$ cat config.mk
export PLATFORM = sky130hd
export DESIGN_NAME = seg7_scan_decoder
export DESIGN_NICKNAME = d
export VERILOG_FILES = /design/src/rtl/seg7_pkg.sv /design/src/rtl/seg7_to_bcd.sv /design/src/rtl/seg7_scan_decoder.sv
export SDC_FILE = /design/constraint.sdc
export NUM_CORES = 1
export LEC_CHECK = 0
export BUFFER_PORTS_ARGS = -buffer_cell sky130_fd_sc_hd__buf_2
export CORE_MARGIN = 1.5
export CORE_UTILIZATION = 46
export CTS_CLUSTER_SIZE = 28
export DETAILED_ROUTE_END_ITERATION = 12
export GPL_TIMING_DRIVEN = 0
export PLACE_DENSITY_LB_ADDON = 0.08
export SLEW_MARGIN = 0
export SYNTH_ARGS = -nofsm -noshare
export SYNTH_HDL_FRONTEND = slang
export SYNTH_HIERARCHICAL = 1
export SYNTH_SLANG_ARGS = --single-unit
$ cat constraint.sdc
create_clock -name clk -period 8.3 [get_ports clk]
set_input_delay 1.245 -clock clk [delete_from_list [all_inputs] [get_ports clk]]
set_output_delay 1.245 -clock clk [all_outputs]
set_load 0.005 [all_outputs]
$ cat src/rtl/seg7_pkg.sv
// rtl/seg7_pkg.sv - segment patterns and BCD codes shared by the 7-segment scan decoder
package seg7_pkg;

    localparam logic [6:0] SEG_0     = 7'b1111110;
    localparam logic [6:0] SEG_1     = 7'b0110000;
    localparam logic [6:0] SEG_2     = 7'b1101101;
    localparam logic [6:0] SEG_3     = 7'b1111001;
    localparam logic [6:0] SEG_4     = 7'b0110011;
    localparam logic [6:0] SEG_5     = 7'b1011011;
    localparam logic [6:0] SEG_6     = 7'b1011111;
    localparam logic [6:0] SEG_7     = 7'b1110000;
    localparam logic [6:0] SEG_8     = 7'b1111111;
    localparam logic [6:0] SEG_9     = 7'b1111011;
    localparam logic [6:0] SEG_BLANK = 7'b0000000;

    localparam logic [3:0] BCD_BLANK = 4'hF;
    localparam logic [3:0] BCD_BAD   = 4'hE;

    // One flag per nibble of a four-digit frame, set where the digit is unrecognised.
    function automatic logic [3:0] bad_flags(input logic [15:0] frame);
        logic [3:0] flags;
        flags = 4'b0000;
        for (int i = 0; i < 4; i++)
            flags[i] = (frame[4*i +: 4] == BCD_BAD);
        return flags;
    endfunction

endpackage

$ cat src/rtl/seg7_to_bcd.sv
// rtl/seg7_to_bcd.sv - combinational segment-pattern to BCD lookup
module seg7_to_bcd
    import seg7_pkg::*;
(
    input  logic [6:0] seg,
    output logic [3:0] bcd
);

    always_comb begin
        case (seg)
            SEG_0:     bcd = 4'd0;
            SEG_1:     bcd = 4'd1;
            SEG_2:     bcd = 4'd2;
            SEG_3:     bcd = 4'd3;
            SEG_4:     bcd = 4'd4;
            SEG_5:     bcd = 4'd5;
            SEG_6:     bcd = 4'd6;
            SEG_7:     bcd = 4'd7;
            SEG_8:     bcd = 4'd8;
            SEG_9:     bcd = 4'd9;
            SEG_BLANK: bcd = BCD_BLANK;
            default:   bcd = BCD_BAD;
        endcase
    end

endmodule

$ cat src/rtl/seg7_scan_decoder.sv
// rtl/seg7_scan_decoder.sv - debounced capture of a scanned 4-digit 7-segment display into BCD frames
module seg7_scan_decoder
    import seg7_pkg::*;
#(
    parameter int STABLE_CYCLES = 4
) (
    input  logic        clk,
    input  logic        rst_n,
    input  logic [6:0]  seg,
    input  logic [3:0]  dig_en,
    output logic [15:0] bcd,
    output logic [3:0]  bad,
    output logic        out_valid,
    input  logic        out_ready,
    output logic        overrun
);

    localparam logic [3:0] CAP_AT = 4'(STABLE_CYCLES - 1);

    logic [6:0]  seg_r, seg_p;
    logic [3:0]  dig_r, dig_p;
    logic [3:0]  count, count_nxt;
    logic [3:0]  seen;
    logic [15:0] slots;
    logic [3:0]  dec;
    logic        dig_onehot, same, capture, frame_done, xfer;

    seg7_to_bcd u_seg7_to_bcd (
        .seg (seg_r),
        .bcd (dec)
    );

    assign dig_onehot = $onehot(dig_r);
    assign same       = ({dig_r, seg_r} == {dig_p, seg_p});

    always_comb begin
        count_nxt = 4'd0;
        if (same && dig_onehot)
            count_nxt = (count == 4'hF) ? count : count + 4'd1;
    end

    // CAP_AT never exceeds 14, so the count passes through it once per stable run.
    assign capture    = dig_onehot && (count_nxt == CAP_AT);
    assign frame_done = &seen;
    assign xfer       = out_valid && out_ready;

    always_ff @(posedge clk or negedge rst_n) begin
        if (!rst_n) begin
            seg_r <= 7'd0;
            dig_r <= 4'd0;
            seg_p <= 7'd0;
            dig_p <= 4'd0;
            count <= 4'd0;
            seen  <= 4'd0;
            slots <= {4{BCD_BLANK}};
        end else begin
            seg_r <= seg;
            dig_r <= dig_en;
            seg_p <= seg_r;
            dig_p <= dig_r;
            count <= count_nxt;
            seen  <= (frame_done ? 4'd0 : seen) | (capture ? dig_r : 4'd0);
            for (int i = 0; i < 4; i++)
                if (capture && dig_r[i])
                    slots[4*i +: 4] <= dec;
        end
    end

    always_ff @(posedge clk or negedge rst_n) begin
        if (!rst_n) begin
            bcd       <= {4{BCD_BLANK}};
            bad       <= 4'd0;
            out_valid <= 1'b0;
            overrun   <= 1'b0;
        end else begin
            overrun <= 1'b0;
            if (frame_done) begin
                bcd       <= slots;
                bad       <= bad_flags(slots);
                out_valid <= 1'b1;
                overrun   <= out_valid && !out_ready;
            end else if (xfer) begin
                out_valid <= 1'b0;
            end
        end
    end

endmodule

==> reports/summary.json <==
{
  "timing": {
    "whs_ns": 0.4355,
    "rsz_0062_raised_after_global_routing": "no",
    "final.period_utilization_pct": 40.24,
    "timing.max_slew.rel_slack_pct": 44.14,
    "measured_slew_at_the_worst_slew_check_pin_ns": 0.8379,
    "finalHoldViolCount": 0,
    "fin_skew_ns": 0.009648,
    "max_clock_freq_mhz": 299.4,
    "timing.setup.tns_ns": 0,
    "final-setup-viol-count": 0,
    "period_needed_ns": 3.340,
    "drv_slew": 0
  },
  "routing": {
    "wirelength_met1_mm": 2.264,
    "post_drt_via_cell_ratio": 5.221,
    "total_length_of_routed_met2_wires_mm": 2.303,
    "detailedRoute.firstIterationViolations": 67,
    "antenna_left": 0,
    "routed_wl_met3_um": 199,
    "route.detailed.wl_per_inst_um": 13.93,
    "drt_pass1_iterations": 4,
    "dr_total_vias": 1822,
    "drc_errors": 0,
    "wirelength_mm": 4.861,
    "top_routing_layer_in_use": "met4"
  },
  "worst_hold_path": {
    "hold_path_class": "register to register",
    "beginning_of_the_worst_hold_path": "seg_r[1]"
  },
  "place": {
    "hpwlAfterDp_mm": 3.363,
    "gp_congestion": 0.8634,
    "port_buffers": 35,
    "cell_area_reported_after_detailed_placement_um2": 3288
  },
  "pwr": {
    "power_consumption_mw": 0.6826,
    "clk_network_pwr_share_pct": 44.0,
    "internal_power_mw": 0.5293,
    "cell_leakage_power_nw": 1.588,
    "vdd_drop_max_uv": 176.4,
    "p_sw_share_pct": 22.45,
    "comb_power_share_pct": 5.8,
    "powerDensity_nw_per_um2": 194.3,
    "p_switching_mw": 0.1533,
    "p_seq_share_pct": 50.2
  },
  "synthesis": {
    "syn-mean-instance-area_um2": 13.64,
    "synth_largest_area_cell": "sky130_fd_sc_hd__dfrtp_1",
    "yosys_warnings": 6,
    "synth_cell_types": 44,
    "adder_and_majority_cell_fraction_of_the_synthesized_area_pct": 1.910,
    "seq_area_frac_synth_pct": 57.78,
    "postSynthNetCount": 239,
    "async_flop_share_pct": 100.0,
    "syn-instance-count": 221,
    "ys_top_cells_by_area": "sky130_fd_sc_hd__dfrtp_1 (30%), sky130_fd_sc_hd__dfstp_2 (28%), sky130_fd_sc_hd__mux2_1 (6.0%), sky130_fd_sc_hd__mux2_2 (6.0%), sky130_fd_sc_hd__nor4_4 (4.2%)",
    "ys.flop_type": "sky130_fd_sc_hd__dfrtp_1",
    "post_synth_mux_area_share_pct": 12.62,
    "synth_simple_gate_area_share_pct": 15.82,
    "synth.ff_latch_count": 68,
    "synth_edf_count": 0,
    "synth_top_family_by_area": "simple AND/OR/NAND/NOR gates",
    "synth_compound_gate_area_share_pct": 5.230,
    "synth_top_cells_by_count": "sky130_fd_sc_hd__dfrtp_1 (36), sky130_fd_sc_hd__dfstp_2 (32), sky130_fd_sc_hd__mux2_1 (16), sky130_fd_sc_hd__mux2_2 (16), sky130_fd_sc_hd__nand2_1 (15)",
    "synth_largest_type_area_fraction_pct": 29.89,
    "synth.cell_area_um2": 3014,
    "post-synth-top-count-cell": "sky130_fd_sc_hd__dfrtp_1",
    "synth_xor_xnor_area_share_pct": 3.778
  },
  "worst_setup_path": {
    "critical_path.cell_chain": "inv_1, fa_1, inv_1, ha_1, ha_1, or3b_1, buf_6, nor4_4, nand4_4, nor4_4, mux2_1",
    "cp_slowest_cell": "sky130_fd_sc_hd__fa_1",
    "worst_r2r_startpoint": "dig_r[0]",
    "critical_path_arrival_ns": 3.61,
    "cp-end-kind": "register",
    "setup.worst_path.class": "register to register",
    "timing.critical_path.max_delay_family": "simple AND/OR/NAND/NOR gates",
    "data_required_critical_path_ns": 8.57,
    "timing.critical_path.from_type": "register",
    "critical_path.startpoint": "dig_r[0]",
    "critical_path.max_fanout": 6,
    "cp_slowest_stage_delay_ns": 0.53,
    "number_of_buffers_and_inverters_on_the_critical_path": 3
  },
  "floorplan": {
    "fp-row-count": 29,
    "core_um2": 6350,
    "io-pin-count": 36,
    "die-width_um": 83.95,
    "fp.dieH_um": 83.95,
    "floorplan.initialDensity_pct": 47.47,
    "floorplan.die_area_um2": 7047
  },
  "grt": {
    "grt_start_max_net_pins": 69,
    "grt_antenna_before_repair": 0,
    "grt_pass1_wl_mm": 8.362,
    "grt_pass1_vias": 1781,
    "grt_overflow_total": 0,
    "gr-usage-all-layers_pct": 15.32
  },
  "layout": {
    "antenna-diode-count": 0,
    "area_delta_synth_final_pct": 16.56,
    "final_nets": 285,
    "layout-drive-gt1-share_pct": 44.85,
    "finalInstanceArea_um2": 3513
  },
  "clocking": {
    "clock_path_buffers": 2,
    "cts_num_sinks": 68,
    "tritoncts": "yes",
    "post-cts-setup-buffers": 0,
    "clock_tree.htree_level_count": 3,
    "cts_made_buffers": 9,
    "clkLatencyLatePin_ns": 0.34,
    "root_buffer": "sky130_fd_sc_hd__clkbuf_8",
    "ctsHoldBuffers": 0,
    "worst_setup_hold_path_clk_slew_ns": 0.07,
    "post_cts_resized": 0
  },
  "run": {
    "maxCapViolCount": 0
  },
  "run_status": {
    "status": "complete, no violations"
  }
}
## metrics by stage
step | instances | utilization, % | worst slack, ns
4_1_cts | 349 | 55.33 | 4.904
6_report | 349 | 55.33 | 4.960
3_3_place_gp | 333 | 51.74 | 4.966
5_1_grt | 349 | 55.33 | 4.688
2_1_floorplan | 221 | - | 5.190
3_5_place_dp | 333 | 51.78 | 4.913
## cell type report
class / count / area [µm²]
fillers: 537 / 2836
flip-flops and latches: 68 / 1742
multi-input cells: 139 / 1186
repair buffers: 35 / 177.7
clock buffers: 10 / 137.6
well taps: 77 / 96.34
clock inverters: 6 / 87.58
plain buffers: 9 / 67.56
inverters: 5 / 18.77
## flip-flops by register name, summed over array words and instances (netlist names)
signal and flops:
bad 4, seen 4, seg_p 7, dig_r 4, seg_r 7, bcd 16
count 4, overrun 1, dig_p 4, slots 16, out_valid 1
## per-layer routing
| metal | GRT usage, % | vias to the layer above |
|---|---|---|
| li1 | - | 878 |
| met4 | 7.154 | 0 |
| met5 | 0 | - |
| met3 | 4.847 | 8 |
| met2 | 23.83 | 43 |
| met1 | 19.52 | 893 |
## logic make-up (layout without fill, tap and decap cells)
family,after synthesis,in the layout
adder cells (fa/ha/maj),4,4
buffers and inverters,14,65
AND/OR/NAND/NOR,65,65
flip-flops,68,68
multiplexers,34,34
XOR/XNOR,13,13
AO/OA/AOI/OAI,23,23
## power groups by stage
stage          logic [mW]  registers, mW  clock network (mW)
6_report           0.0395          0.343               0.301
5_1_grt            0.0445          0.343               0.325
4_1_cts            0.0404          0.343               0.310
3_5_place_dp       0.0402          0.348                   0
3_3_place_gp       0.0396          0.348                   0
2_1_floorplan      0.0261          0.347                   0
## worst reg2reg max path, delay by kind of cell (launching register included)
kind                     cells  cell delay [ns]
AND/OR/NAND/NOR              4             1.22
flip-flops                   1             0.42
buffers and inverters        3             0.28
multiplexers                 1             0.36
adder cells (fa/ha/maj)      3             0.97
## final timing paths
path	endpoint	slack, ns	cells past startpoint
hold reg to reg	seg_p[1]	0.44	0
hold / removal	seg_p[1]	0.44	0
setup / recovery	slots[9]	4.96	11
max in group asynchronous	seg_p[3]	6.73	1
min in group asynchronous	bad[0]	0.98	1
setup reg to reg	slots[9]	4.96	11
## layout by cell type, fill, tap and decap left out, types with 2 or more instances in the layout
| cell | Yosys | routed |
|---|---|---|
| sky130_fd_sc_hd__nor4_4 | 6 | 6 |
| sky130_fd_sc_hd__nand3b_1 | 2 | 2 |
| sky130_fd_sc_hd__nand4b_1 | 4 | 4 |
| sky130_fd_sc_hd__inv_1 | 5 | 5 |
| sky130_fd_sc_hd__mux2_1 | 16 | 16 |
| sky130_fd_sc_hd__nor3b_1 | 2 | 2 |
| sky130_fd_sc_hd__a21oi_1 | 4 | 4 |
| sky130_fd_sc_hd__mux2_2 | 16 | 16 |
| sky130_fd_sc_hd__bufinv_16 | 0 | 2 |
| sky130_fd_sc_hd__nor3_1 | 3 | 3 |
| sky130_fd_sc_hd__a21o_2 | 4 | 4 |
| sky130_fd_sc_hd__dfstp_2 | 32 | 32 |
| sky130_fd_sc_hd__nor2b_1 | 4 | 4 |
| sky130_fd_sc_hd__xor2_1 | 12 | 12 |
| sky130_fd_sc_hd__dfrtp_1 | 36 | 36 |
| sky130_fd_sc_hd__nand4_1 | 2 | 2 |
| sky130_fd_sc_hd__ha_1 | 3 | 3 |
| sky130_fd_sc_hd__buf_6 | 3 | 3 |
| sky130_fd_sc_hd__o21ai_0 | 8 | 8 |
| sky130_fd_sc_hd__clkbuf_1 | 2 | 2 |
| sky130_fd_sc_hd__clkinv_2 | 0 | 2 |
| sky130_fd_sc_hd__nor4_1 | 4 | 4 |
| sky130_fd_sc_hd__clkbuf_8 | 0 | 10 |
| sky130_fd_sc_hd__nor2_1 | 9 | 9 |
| sky130_fd_sc_hd__nand3_1 | 5 | 5 |
| sky130_fd_sc_hd__buf_2 | 0 | 34 |
| sky130_fd_sc_hd__mux2i_1 | 2 | 2 |
| sky130_fd_sc_hd__nand2_1 | 15 | 15 |
| sky130_fd_sc_hd__clkinv_4 | 0 | 2 |
| sky130_fd_sc_hd__buf_4 | 3 | 4 |
(Power assumes the default switching activity.)
